**config.mk**
```make
export PLATFORM = sky130hd
export DESIGN_NAME = alu_arbiter
export DESIGN_NICKNAME = d
export VERILOG_FILES = /design/src/rtl/alu_ctrl_pkg.sv /design/src/rtl/rr_arbiter.sv /design/src/rtl/alu_arbiter.sv
export SDC_FILE = /design/constraint.sdc
export NUM_CORES = 1
export LEC_CHECK = 0
export CAP_MARGIN = 20
export CELL_PAD_IN_SITES_DETAIL_PLACEMENT = 1
export CELL_PAD_IN_SITES_GLOBAL_PLACEMENT = 1
export CORE_ASPECT_RATIO = 0.7
export CORE_MARGIN = 2
export CORE_UTILIZATION = 28
export CTS_BUF_LIST = sky130_fd_sc_hd__clkbuf_2 sky130_fd_sc_hd__clkbuf_4 sky130_fd_sc_hd__clkbuf_8
export DETAILED_ROUTE_END_ITERATION = 16
export PLACE_DENSITY_LB_ADDON = 0.05
export SYNTH_ARGS = -nofsm -noshare
export SYNTH_HDL_FRONTEND = slang
export SYNTH_SLANG_ARGS = --single-unit
```
**constraint.sdc**
```tcl
create_clock -name clk -period 5.1 [get_ports clk]
set_input_delay 1.275 -clock clk [delete_from_list [all_inputs] [get_ports clk]]
set_output_delay 1.275 -clock clk [all_outputs]
set_load 0.01 [all_outputs]
```
**src/rtl/alu_ctrl_pkg.sv**
```systemverilog
// Shared types for the ALU arbiter: opcode and FSM state encodings plus
// the fixed result returned for a divide by zero.
package alu_ctrl_pkg;

    typedef enum logic [3:0] {
        ALU_ADD     = 4'h0,
        ALU_SUB     = 4'h1,
        ALU_MUL     = 4'h2,
        ALU_DIV     = 4'h3,
        ALU_ACC_ADD = 4'h4,
        ALU_MAC     = 4'h5,
        ALU_ACC_SUB = 4'h6,
        ALU_AND     = 4'h7,
        ALU_OR      = 4'h8,
        ALU_XOR     = 4'h9,
        ALU_NOT     = 4'hA,
        ALU_SHL     = 4'hB,
        ALU_SHR     = 4'hC,
        ALU_EQ      = 4'hD,
        ALU_GT      = 4'hE,
        ALU_LT      = 4'hF
    } alu_op_e;

    typedef enum logic [1:0] {
        ST_IDLE,
        ST_ISSUE,
        ST_WAIT,
        ST_RESP
    } arb_state_e;

    localparam logic [7:0] DIV0_RESULT = 8'hFF;

endpackage

```
**src/rtl/rr_arbiter.sv**
```systemverilog
// Combinational round-robin picker: first set bit of (req & mask) found
// scanning upward from ptr, wrapping modulo NUM_REQ.
module rr_arbiter #(
    parameter int NUM_REQ = 4
) (
    input  logic [NUM_REQ-1:0]         req,
    input  logic [$clog2(NUM_REQ)-1:0] ptr,
    input  logic [NUM_REQ-1:0]         mask,
    output logic [NUM_REQ-1:0]         gnt
);

    localparam int IDX_W = $clog2(NUM_REQ);

    logic [NUM_REQ-1:0] elig;
    logic               found;
    int                 pos;

    assign elig = req & mask;

    always_comb begin
        gnt   = '0;
        found = 1'b0;
        pos   = 0;
        for (int k = 0; k < NUM_REQ; k++) begin
            pos = int'(ptr) + k;
            if (pos >= NUM_REQ) pos = pos - NUM_REQ;
            if (!found && elig[IDX_W'(pos)]) begin
                gnt[IDX_W'(pos)] = 1'b1;
                found            = 1'b1;
            end
        end
    end

endmodule

```
**src/rtl/alu_arbiter.sv**
```systemverilog
// Round-robin arbiter sharing one ALU among NUM_REQ requesters, one op in flight.
// Define ALU_ARB_LOCK_EN to honour req_lock (ALU ownership for accumulate chains).
module alu_arbiter
    import alu_ctrl_pkg::*;
#(
    parameter int NUM_REQ = 4,
    parameter int DATA_W  = 8,
    parameter int ALU_LAT = 1
) (
    input  logic                         clk,
    input  logic                         rst_n,
    input  logic [NUM_REQ-1:0]           req_valid,
    output logic [NUM_REQ-1:0]           req_ready,
    input  logic [NUM_REQ*4-1:0]         req_op,
    input  logic [NUM_REQ*DATA_W-1:0]    req_a,
    input  logic [NUM_REQ*DATA_W-1:0]    req_b,
    input  logic [NUM_REQ-1:0]           req_lock,
    output logic [DATA_W-1:0]            alu_a,
    output logic [DATA_W-1:0]            alu_b,
    output logic [3:0]                   alu_sel,
    output logic                         alu_en,
    input  logic [DATA_W-1:0]            alu_result,
    output logic                         rsp_valid,
    input  logic                         rsp_ready,
    output logic [$clog2(NUM_REQ)-1:0]   rsp_id,
    output logic [DATA_W-1:0]            rsp_data,
    output logic                         rsp_err
);

    localparam int ID_W = $clog2(NUM_REQ);

    logic [NUM_REQ-1:0][3:0]        op_arr;
    logic [NUM_REQ-1:0][DATA_W-1:0] a_arr, b_arr;
    assign op_arr = req_op;
    assign a_arr  = req_a;
    assign b_arr  = req_b;

    arb_state_e          state, state_nxt;
    logic [ID_W-1:0]     rr_ptr, arb_ptr, win_id;
    logic [NUM_REQ-1:0]  arb_mask, gnt;
    logic                accept, div0, rr_adv;
    logic [2:0]          cnt;

`ifdef ALU_ARB_LOCK_EN
    logic            lock_held, lock_rel;
    logic [ID_W-1:0] lock_owner;

    // Release is deferred to the response of the owner's unlocked op
    always_ff @(posedge clk or negedge rst_n) begin
        if (!rst_n) begin
            lock_held  <= 1'b0;
            lock_rel   <= 1'b0;
            lock_owner <= '0;
        end else begin
            if (accept) begin
                if (req_lock[win_id]) begin
                    lock_held  <= 1'b1;
                    lock_owner <= win_id;
                    lock_rel   <= 1'b0;
                end else if (lock_held) begin
                    lock_rel <= 1'b1;
                end
            end
            if (state == ST_RESP && rsp_ready && lock_rel) begin
                lock_held <= 1'b0;
                lock_rel  <= 1'b0;
            end
        end
    end

    assign arb_ptr  = lock_held ? lock_owner : rr_ptr;
    assign arb_mask = lock_held ? (NUM_REQ'(1) << lock_owner) : '1;
    assign rr_adv   = !lock_held;
`else
    logic unused_lock;
    assign unused_lock = ^req_lock;
    assign arb_ptr     = rr_ptr;
    assign arb_mask    = '1;
    assign rr_adv      = 1'b1;
`endif

    rr_arbiter #(.NUM_REQ(NUM_REQ)) u_rr (
        .req  (req_valid),
        .ptr  (arb_ptr),
        .mask (arb_mask),
        .gnt  (gnt)
    );

    always_comb begin
        win_id = '0;
        for (int k = 0; k < NUM_REQ; k++)
            if (gnt[k]) win_id = ID_W'(k);
    end

    assign req_ready = (state == ST_IDLE) ? gnt : '0;
    assign accept    = |req_ready;
    assign div0      = (op_arr[win_id] == ALU_DIV) && (b_arr[win_id] == '0);
    assign alu_en    = (state == ST_ISSUE);
    assign rsp_valid = (state == ST_RESP);

    always_comb begin
        state_nxt = state;
        case (state)
            ST_IDLE:  if (accept) state_nxt = div0 ? ST_RESP : ST_ISSUE;
            ST_ISSUE: state_nxt = ST_WAIT;
            ST_WAIT:  if (cnt == 3'd1) state_nxt = ST_RESP;
            ST_RESP:  if (rsp_ready) state_nxt = ST_IDLE;
            default:  state_nxt = ST_IDLE;
        endcase
    end

    // ALU operand registers only load for ops that will actually issue,
    // so they hold their last values across idle and divide-by-zero
    always_ff @(posedge clk or negedge rst_n) begin
        if (!rst_n) begin
            state    <= ST_IDLE;
            rr_ptr   <= '0;
            cnt      <= '0;
            alu_a    <= '0;
            alu_b    <= '0;
            alu_sel  <= '0;
            rsp_id   <= '0;
            rsp_data <= '0;
            rsp_err  <= 1'b0;
        end else begin
            state <= state_nxt;
            case (state)
                ST_IDLE: if (accept) begin
                    rsp_id <= win_id;
                    if (rr_adv)
                        rr_ptr <= (win_id == ID_W'(NUM_REQ-1)) ? '0 : win_id + 1'b1;
                    if (div0) begin
                        rsp_data <= DATA_W'(DIV0_RESULT);
                        rsp_err  <= 1'b1;
                    end else begin
                        alu_a   <= a_arr[win_id];
                        alu_b   <= b_arr[win_id];
                        alu_sel <= op_arr[win_id];
                        rsp_err <= 1'b0;
                    end
                end
                ST_ISSUE: cnt <= 3'(ALU_LAT);
                ST_WAIT: begin
                    if (cnt == 3'd1) rsp_data <= alu_result;
                    else             cnt      <= cnt - 3'd1;
                end
                default: ;
            endcase
        end
    end

endmodule

```
==> results.cfg <==
[power_and_ir_drop]
p_per_area_nw_per_um2 = 647
p_leak_nw = 2.29
vdd_drop_max_uv = 243

[worst_setup_path]
r2r_start = arb_ptr[1]$_DFFE_PN0P_
crit_type = input pin to output port
r2r-end = alu_b[6]$_DFFE_PN0P_
rr_worst_depth = 14
required_ps = 3830
crit_start = req_valid[3]
setup.worst_path.start_class = input pin
end_kind = output port
cp_max_fo = 6
reg2reg_slack_ps = 840
arrival_ps = 3700

[place]
gp_congestion = 0.801
port_buffers = 131
dp_hpwl_um = 9700
placed_cell_area_um2 = 4960

[drt]
firstDrtPassIters = 4
viasPerCell = 5.14
routed_wl_um = 12500
drc = 0
ant_nets = 0
routedWlPerCell_um = 17.8
routed-via-count = 3592
drt_iter0_markers = 112

[synth]
synth_ff_type = dfrtp_1
yosys-top-cells-area = dfrtp_1 (30%), ha_1 (5.8%), a21oi_1 (4.2%)
ys_async_sr_fraction_pct = 100
synthDistinctLibCells = 61
yosysWarnings = 0
synth-seq-area-share_pct = 29.6
yosysTopAreaCellShare_pct = 29.6
netlist_area_um2 = 3210
synth_seq_cells = 38
ys_top_cells_by_count = dfrtp_1 (38), inv_1 (35), nand2_1 (34), nor2_1 (34), a21oi_1 (27)
synth_nets = 499
avgSynthCellArea_um2 = 8.34
yosysTopAreaCell = dfrtp_1
synth_edf_count = 0
syn_inst = 385
yosys.cell_count.top_type = dfrtp_1

[cts]
cts_sinks = 38
cts_tree = done
cts_root_buf = clkbuf_8
cts_inserted_buffers = 5
clock_latency_ps = 310
cts_htree_levels = 2
clk_pin_slew_worst_paths_ps = 70
clk_path_buf_depth = 2

[hold_path]
hp-start = alu_b[4]$_DFFE_PN0P_
holdPathEnd = alu_b[4]$_DFFE_PN0P_
min_path_cells = 1
hold_path.class = flip-flop to flip-flop

[sta]
setup_viol = 0
final.period_utilization_pct = 97.6
slew_headroom_pct = 38.5
rsz0062_at_grt = false
period_needed_ps = 4980
drv_slew = 0
timing_hold_violations_final = 0
hold_ws_ps = 476
clock_skew_ps = 15.4
worstMarginPinSlew_ps = 922
timing.fmax_mhz = 201

[global_route]
overflow = 0
grt_pass1_vias = 3788
grt_antenna_before_repair = 0
grt_pass1_wl_um = 20100
grt_usage_pct = 20.5
grt_max_degree = 39

[die]
die_w_um = 132
start_util_pct = 29.0
dieArea_um2 = 12400
rows = 32
io-pin-count = 136
die_y_um = 93.6
core-area_um2 = 11100

[outcome]
status = finished, final reports clean

[final_layout]
diodes = 0
drive_above_1_share_pct = 14.8
fin_area_um2 = 5120
syn_to_final_growth_pct = 59.4
layout.nets = 659

[job]
maxCapViolations = 0
==> power breakdown <==
group | switching [W] | internal (W) | total [W]
sequential | 0.0000750 | 0.000447 | 0.000521
clock | 0.000118 | 0.000144 | 0.000262
combinational | 0.00134 | 0.00119 | 0.00253
total | 0.00154 | 0.00178 | 0.00332
==> flip-flops by register name (all words and copies together), names as in the netlist <==
name      count
alu_a         8
alu_b         8
rsp_data      8
alu_sel       4
cnt           3
arb_ptr       2
rsp_id        2
state         2
rsp_err       1
==> worst max-delay path: stages <==
cell and delay [ps]:
clkdlybuf4s50_1 470, buf_4 170, mux4_2 580, a211oi_4 230, a22oi_4 70, and2_2 260, nor2_2 110, clkdlybuf4s50_1 540
==> what timing repair did <==
action                     CTS  global route
resized for setup            6            10
pin swaps                    1             0
hold buffers                 0             0
setup buffers                0             1
setup endpoints to repair    4            21
==> layer usage <==
metal | global-route usage, % | wire (um) | part of all wire [%] | vias up
met2 | 34.2 | 5550 | 45 | 93
met4 | 4.08 | 89 | 0.71 | 0
met3 | 4.55 | 687 | 5.5 | 7
met5 | 0 | 0 | 0 | -
met1 | 27.6 | 6140 | 49 | 1748
li1 | - | - | - | 1744
==> cell usage in the layout, fill, tap and decap left out, types with 2 or more instances in the layout <==
cell,instances
a2111oi_0,2
a211oi_1,12
a21o_1,12
a21oi_1,26
a221oi_1,2
a311o_1,4
a311oi_1,14
and2_1,5
and2_2,2
and3b_1,2
buf_4,43
clkbuf_8,5
clkdlybuf4s50_1,125
clkinv_2,2
dfrtp_1,38
dlygate4sd2_1,3
dlymetal6s2s_1,2
ha_1,15
inv_1,35
mux2_1,2
mux2_2,5
mux2i_1,13
mux4_2,3
nand2_1,34
nand3_1,8
nand3b_1,7
nor2_1,33
nor3_1,12
nor4_1,10
o21ai_0,14
o31ai_1,4
or3_1,8
or3b_2,2
or4_1,2
==> metrics by stage <==
stage | instances | utilization (%) | TNS, ps | setup WS, ps | power (W)
after floorplan | 385 | - | 0 | 52.0 | 0.00193
after global placement | 690 | 44.7 | -1900 | -178 | 0.00298
after detailed placement | 690 | 44.7 | -3970 | -210 | 0.00302
after CTS | 698 | 45.8 | -66.9 | -58.5 | 0.00331
after global routing | 699 | 46.2 | 0 | 15.7 | 0.00361
final | 699 | 46.2 | 0 | 123 | 0.00332
==> kinds of logic (layout without fill, tap and decap cells) <==
family	count (synthesis)	after routing	share of synthesized area [%]
compound gates	111	111	25.2
fa+ha+maj	15	15	5.84
simple gates	141	141	23.6
flops	38	38	29.6
mux	23	23	8.61
buf+inv	57	218	7.21
==> cell type report <==
class                      count  area, um^2
fill                        1312        5970
inverter                      35         131
sequential                    38         951
clock buffer                   5        68.8
clock inverter                 3        40.0
timing repair buffer         175        1650
tap                          153         191
multi-input combinational    290        2090
==> how the worst max path moves through the flow <==
stage	slack, ps	depth (start not counted)	end
after global placement	-180	6	req_ready[0]
after global routing	20	15	alu_a[7]$_DFFE_PN0P_
after detailed placement	-210	12	rsp_data[6]$_DFFE_PN0P_
final	120	8	req_ready[2]
after CTS	-60	6	req_ready[0]
after floorplan	50	9	req_ready[3]
No activity file was read; power rests on OpenSTA's default activity.
==> RTL change (same flow settings) <==
The 4 states of `arb_state_e` get a one-hot encoding in 4 bits.
--- a/src/rtl/alu_ctrl_pkg.sv
+++ b/src/rtl/alu_ctrl_pkg.sv
@@ -21,11 +21,11 @@
         ALU_LT      = 4'hF
     } alu_op_e;
 
-    typedef enum logic [1:0] {
-        ST_IDLE,
-        ST_ISSUE,
-        ST_WAIT,
-        ST_RESP
+    typedef enum logic [3:0] {
+        ST_IDLE  = 4'b0001,
+        ST_ISSUE = 4'b0010,
+        ST_WAIT  = 4'b0100,
+        ST_RESP  = 4'b1000
     } arb_state_e;
 
     localparam logic [7:0] DIV0_RESULT = 8'hFF;
Behaviour: same outputs for any inputs over 10 cycles, from zero or initial values and one cycle with rst_n low; not proved beyond that.
==> RTL change against the unedited design <==
  * Area after synthesis down 5.8%
  * Critical endpoint is now req_ready[3]
  * Worst setup slack improved by 0.057 ns
  * Power decreased by 9.1%
  * Highest routed layer unchanged
  * Wire length fell by 12%
  * Sequential cell count up 2
  * Die area is 5.6% lower
  * Combinational power shrank 14%
  * Largest power group unchanged
  * Cell area is 8.9% lower
==> RTL change: results (changes against the unedited design) <==
\begin{tabular}{lr}
\hline
Metric & Value \\
\hline
\multicolumn{2}{l}{\textbf{Outcome}} \\
Status & finished clean \\
\multicolumn{2}{l}{\textbf{Global routing}} \\
Number of global-route vias before repair & 3123 (-18\%) \\
Global-route usage over all layers & 0.184 (-0.0212) \\
Global route overflow & 0 (unchanged) \\
Initial antenna violation count & 0 (unchanged) \\
Wire length of the first global-routing pass & 17100 um (-15\%) \\
Maximum number of pins on one net before global-route repair & 41 (+5.1\%) \\
\multicolumn{2}{l}{\textbf{Synthesis}} \\
Count of unique library cells instantiated by Yosys & 64 (+4.9\%) \\
Share of the yosys chip area belonging to registers & 0.331 (+0.0353) \\
Share of flip-flops with an asynchronous set or reset & 1.00 (unchanged) \\
Mean instance size in the synthesized netlist & 8.92 um2 (+6.9\%) \\
Number of synthesized flops with an enable pin & 0 (unchanged) \\
Number of nets in the synthesized netlist & 449 (-10\%) \\
Dominant cells by area after synthesis & sky130\_fd\_sc\_hd\_\_dfrtp\_1 (32\%), sky130\_fd\_sc\_hd\_\_mux2i\_1 (10\%), sky130\_fd\_sc\_hd\_\_nand2\_1 (6.2\%) \\
Post-synth top cells & sky130\_fd\_sc\_hd\_\_nand2\_1 (50), sky130\_fd\_sc\_hd\_\_dfrtp\_1 (39), sky130\_fd\_sc\_hd\_\_mux2i\_1 (31) \\
\multicolumn{2}{l}{\textbf{Setup path}} \\
Max FO, Critical Path & 5 (-1) \\
CP arrival & 3.65 ns (-0.05 ns) \\
\multicolumn{2}{l}{\textbf{Routing}} \\
Vias per inst & 5.06 (-1.5\%) \\
Average wire per cell in the routed design & 18.0 um (+0.75\%) \\
DRC marker count from the first detailed-route iteration & 128 (+14\%) \\
Pre-antenna DRT Iters & 4 (unchanged) \\
Wire length after detailed routing & 11000 um (-12\%) \\
\multicolumn{2}{l}{\textbf{Power}} \\
Int Power & 1.64 mW (-7.9\%) \\
Leak & 2.05 nW (-11\%) \\
VDD IR-drop max & 0.000230 V (-5.3\%) \\
\multicolumn{2}{l}{\textbf{Place}} \\
Worst setup timing slack at the placement stage & 0.0345 ns (+0.245 ns) \\
Number of instances in the placed design & 600 (-13\%) \\
Number of port buffers & 131 (unchanged) \\
HPWL after DPL & 8800 um (-9.3\%) \\
Area of placed instances & 4510 um2 (-8.9\%) \\
RePlAce Congestion & 0.806 (+0.67\%) \\
\multicolumn{2}{l}{\textbf{STA}} \\
Worst Tran Pin Value & 0.906 ns (-0.0158 ns) \\
Number of hold-slack violations in the final timing report & 0 (unchanged) \\
Worst Skew & 0.00749 ns (-0.00792 ns) \\
\multicolumn{2}{l}{\textbf{Final layout}} \\
Post-layout nets & 587 (-11\%) \\
Fraction of layout instances using a drive strength above 1 & 0.107 (-0.0417) \\
Count of filler cells inserted in the layout & 1202 (-8.4\%) \\
\multicolumn{2}{l}{\textbf{CTS}} \\
Source-to-sink clock delay at the later pin of the worst-skew pair & 0.29 ns (-0.02 ns) \\
Buffers from clock root to sink, at most & 2 (unchanged) \\
Number of clock buffers inserted by TritonCTS & 5 (unchanged) \\
\hline
\end{tabular}
-- RTL change: cell types whose count changed after synthesis, sizes merged, moves of 9 or more --
cell	unedited run	this run
a21o	12	2
inv	35	25
mux2i	13	31
nand2	34	51
nor4	10	1
-- RTL change: critical path: stages --
cell,delay [ns]
sky130_fd_sc_hd__clkdlybuf4s50_1,0.46
sky130_fd_sc_hd__mux4_2,0.58
sky130_fd_sc_hd__nor4b_1,0.31
sky130_fd_sc_hd__a311o_1,0.26
sky130_fd_sc_hd__nor2_2,0.06
sky130_fd_sc_hd__nor2_1,0.14
sky130_fd_sc_hd__clkdlybuf4s50_1,0.56
-- RTL change: power groups by stage --
stage	sequential [mW]	clock [mW]	combinational, mW
floorplan	0.644	0	1.27
finish	0.588	0.259	2.17
detailed placement	0.594	0	2.17
CTS	0.589	0.267	2.17
global route	0.614	0.281	2.39
global placement	0.587	0	2.11
-- RTL change: cell type report --
cell class	instances	area [um2]	area share
Timing Repair Buffer	147	1440	0.310
Tap cell	132	165	0.0354
Multi-Input combinational cell	258	1850	0.396
Clock buffer	5	68.8	0.0148
Inverter	25	93.8	0.0201
Clock inverter	3	42.5	0.00912
Sequential cell	40	1000	0.215
-- RTL change: worst paths after layout --
check                             start      endpoint  slack (ns)  cells after the start
min                             rsp_err       rsp_err        0.49                      2
min reg2reg                     rsp_err       rsp_err        0.49                      2
max in group asynchronous         rst_n    alu_sel[1]        3.42                      1
max                        req_valid[0]  req_ready[3]        0.18                      7
min in group asynchronous         rst_n        cnt[0]        1.11                      1
max reg2reg                  arb_ptr[1]      alu_a[5]        0.88                     13
-- RTL change: logic make-up after synthesis --
logic type / synth area share
compound gates: 0.184
flops: 0.331
simple gates: 0.221
fa+ha+maj: 0.0455
mux: 0.151
buf+inv: 0.0666
-- RTL change: metal layers --
layer  vias up  global-route usage  wire, um
met2       106               0.261      4520
met5         -                   0         0
met1      1473               0.289      5690
met3         6              0.0330       640
li1       1502                   -         -
met4         0              0.0357       109
-- RTL change: timing repair --
item | 4_1_cts | 5_1_grt
hold endpoints to repair | 0 | 0
setup endpoints to repair | 0 | 3
buffers inserted | 0 | 1
gates resized for setup | 0 | 2
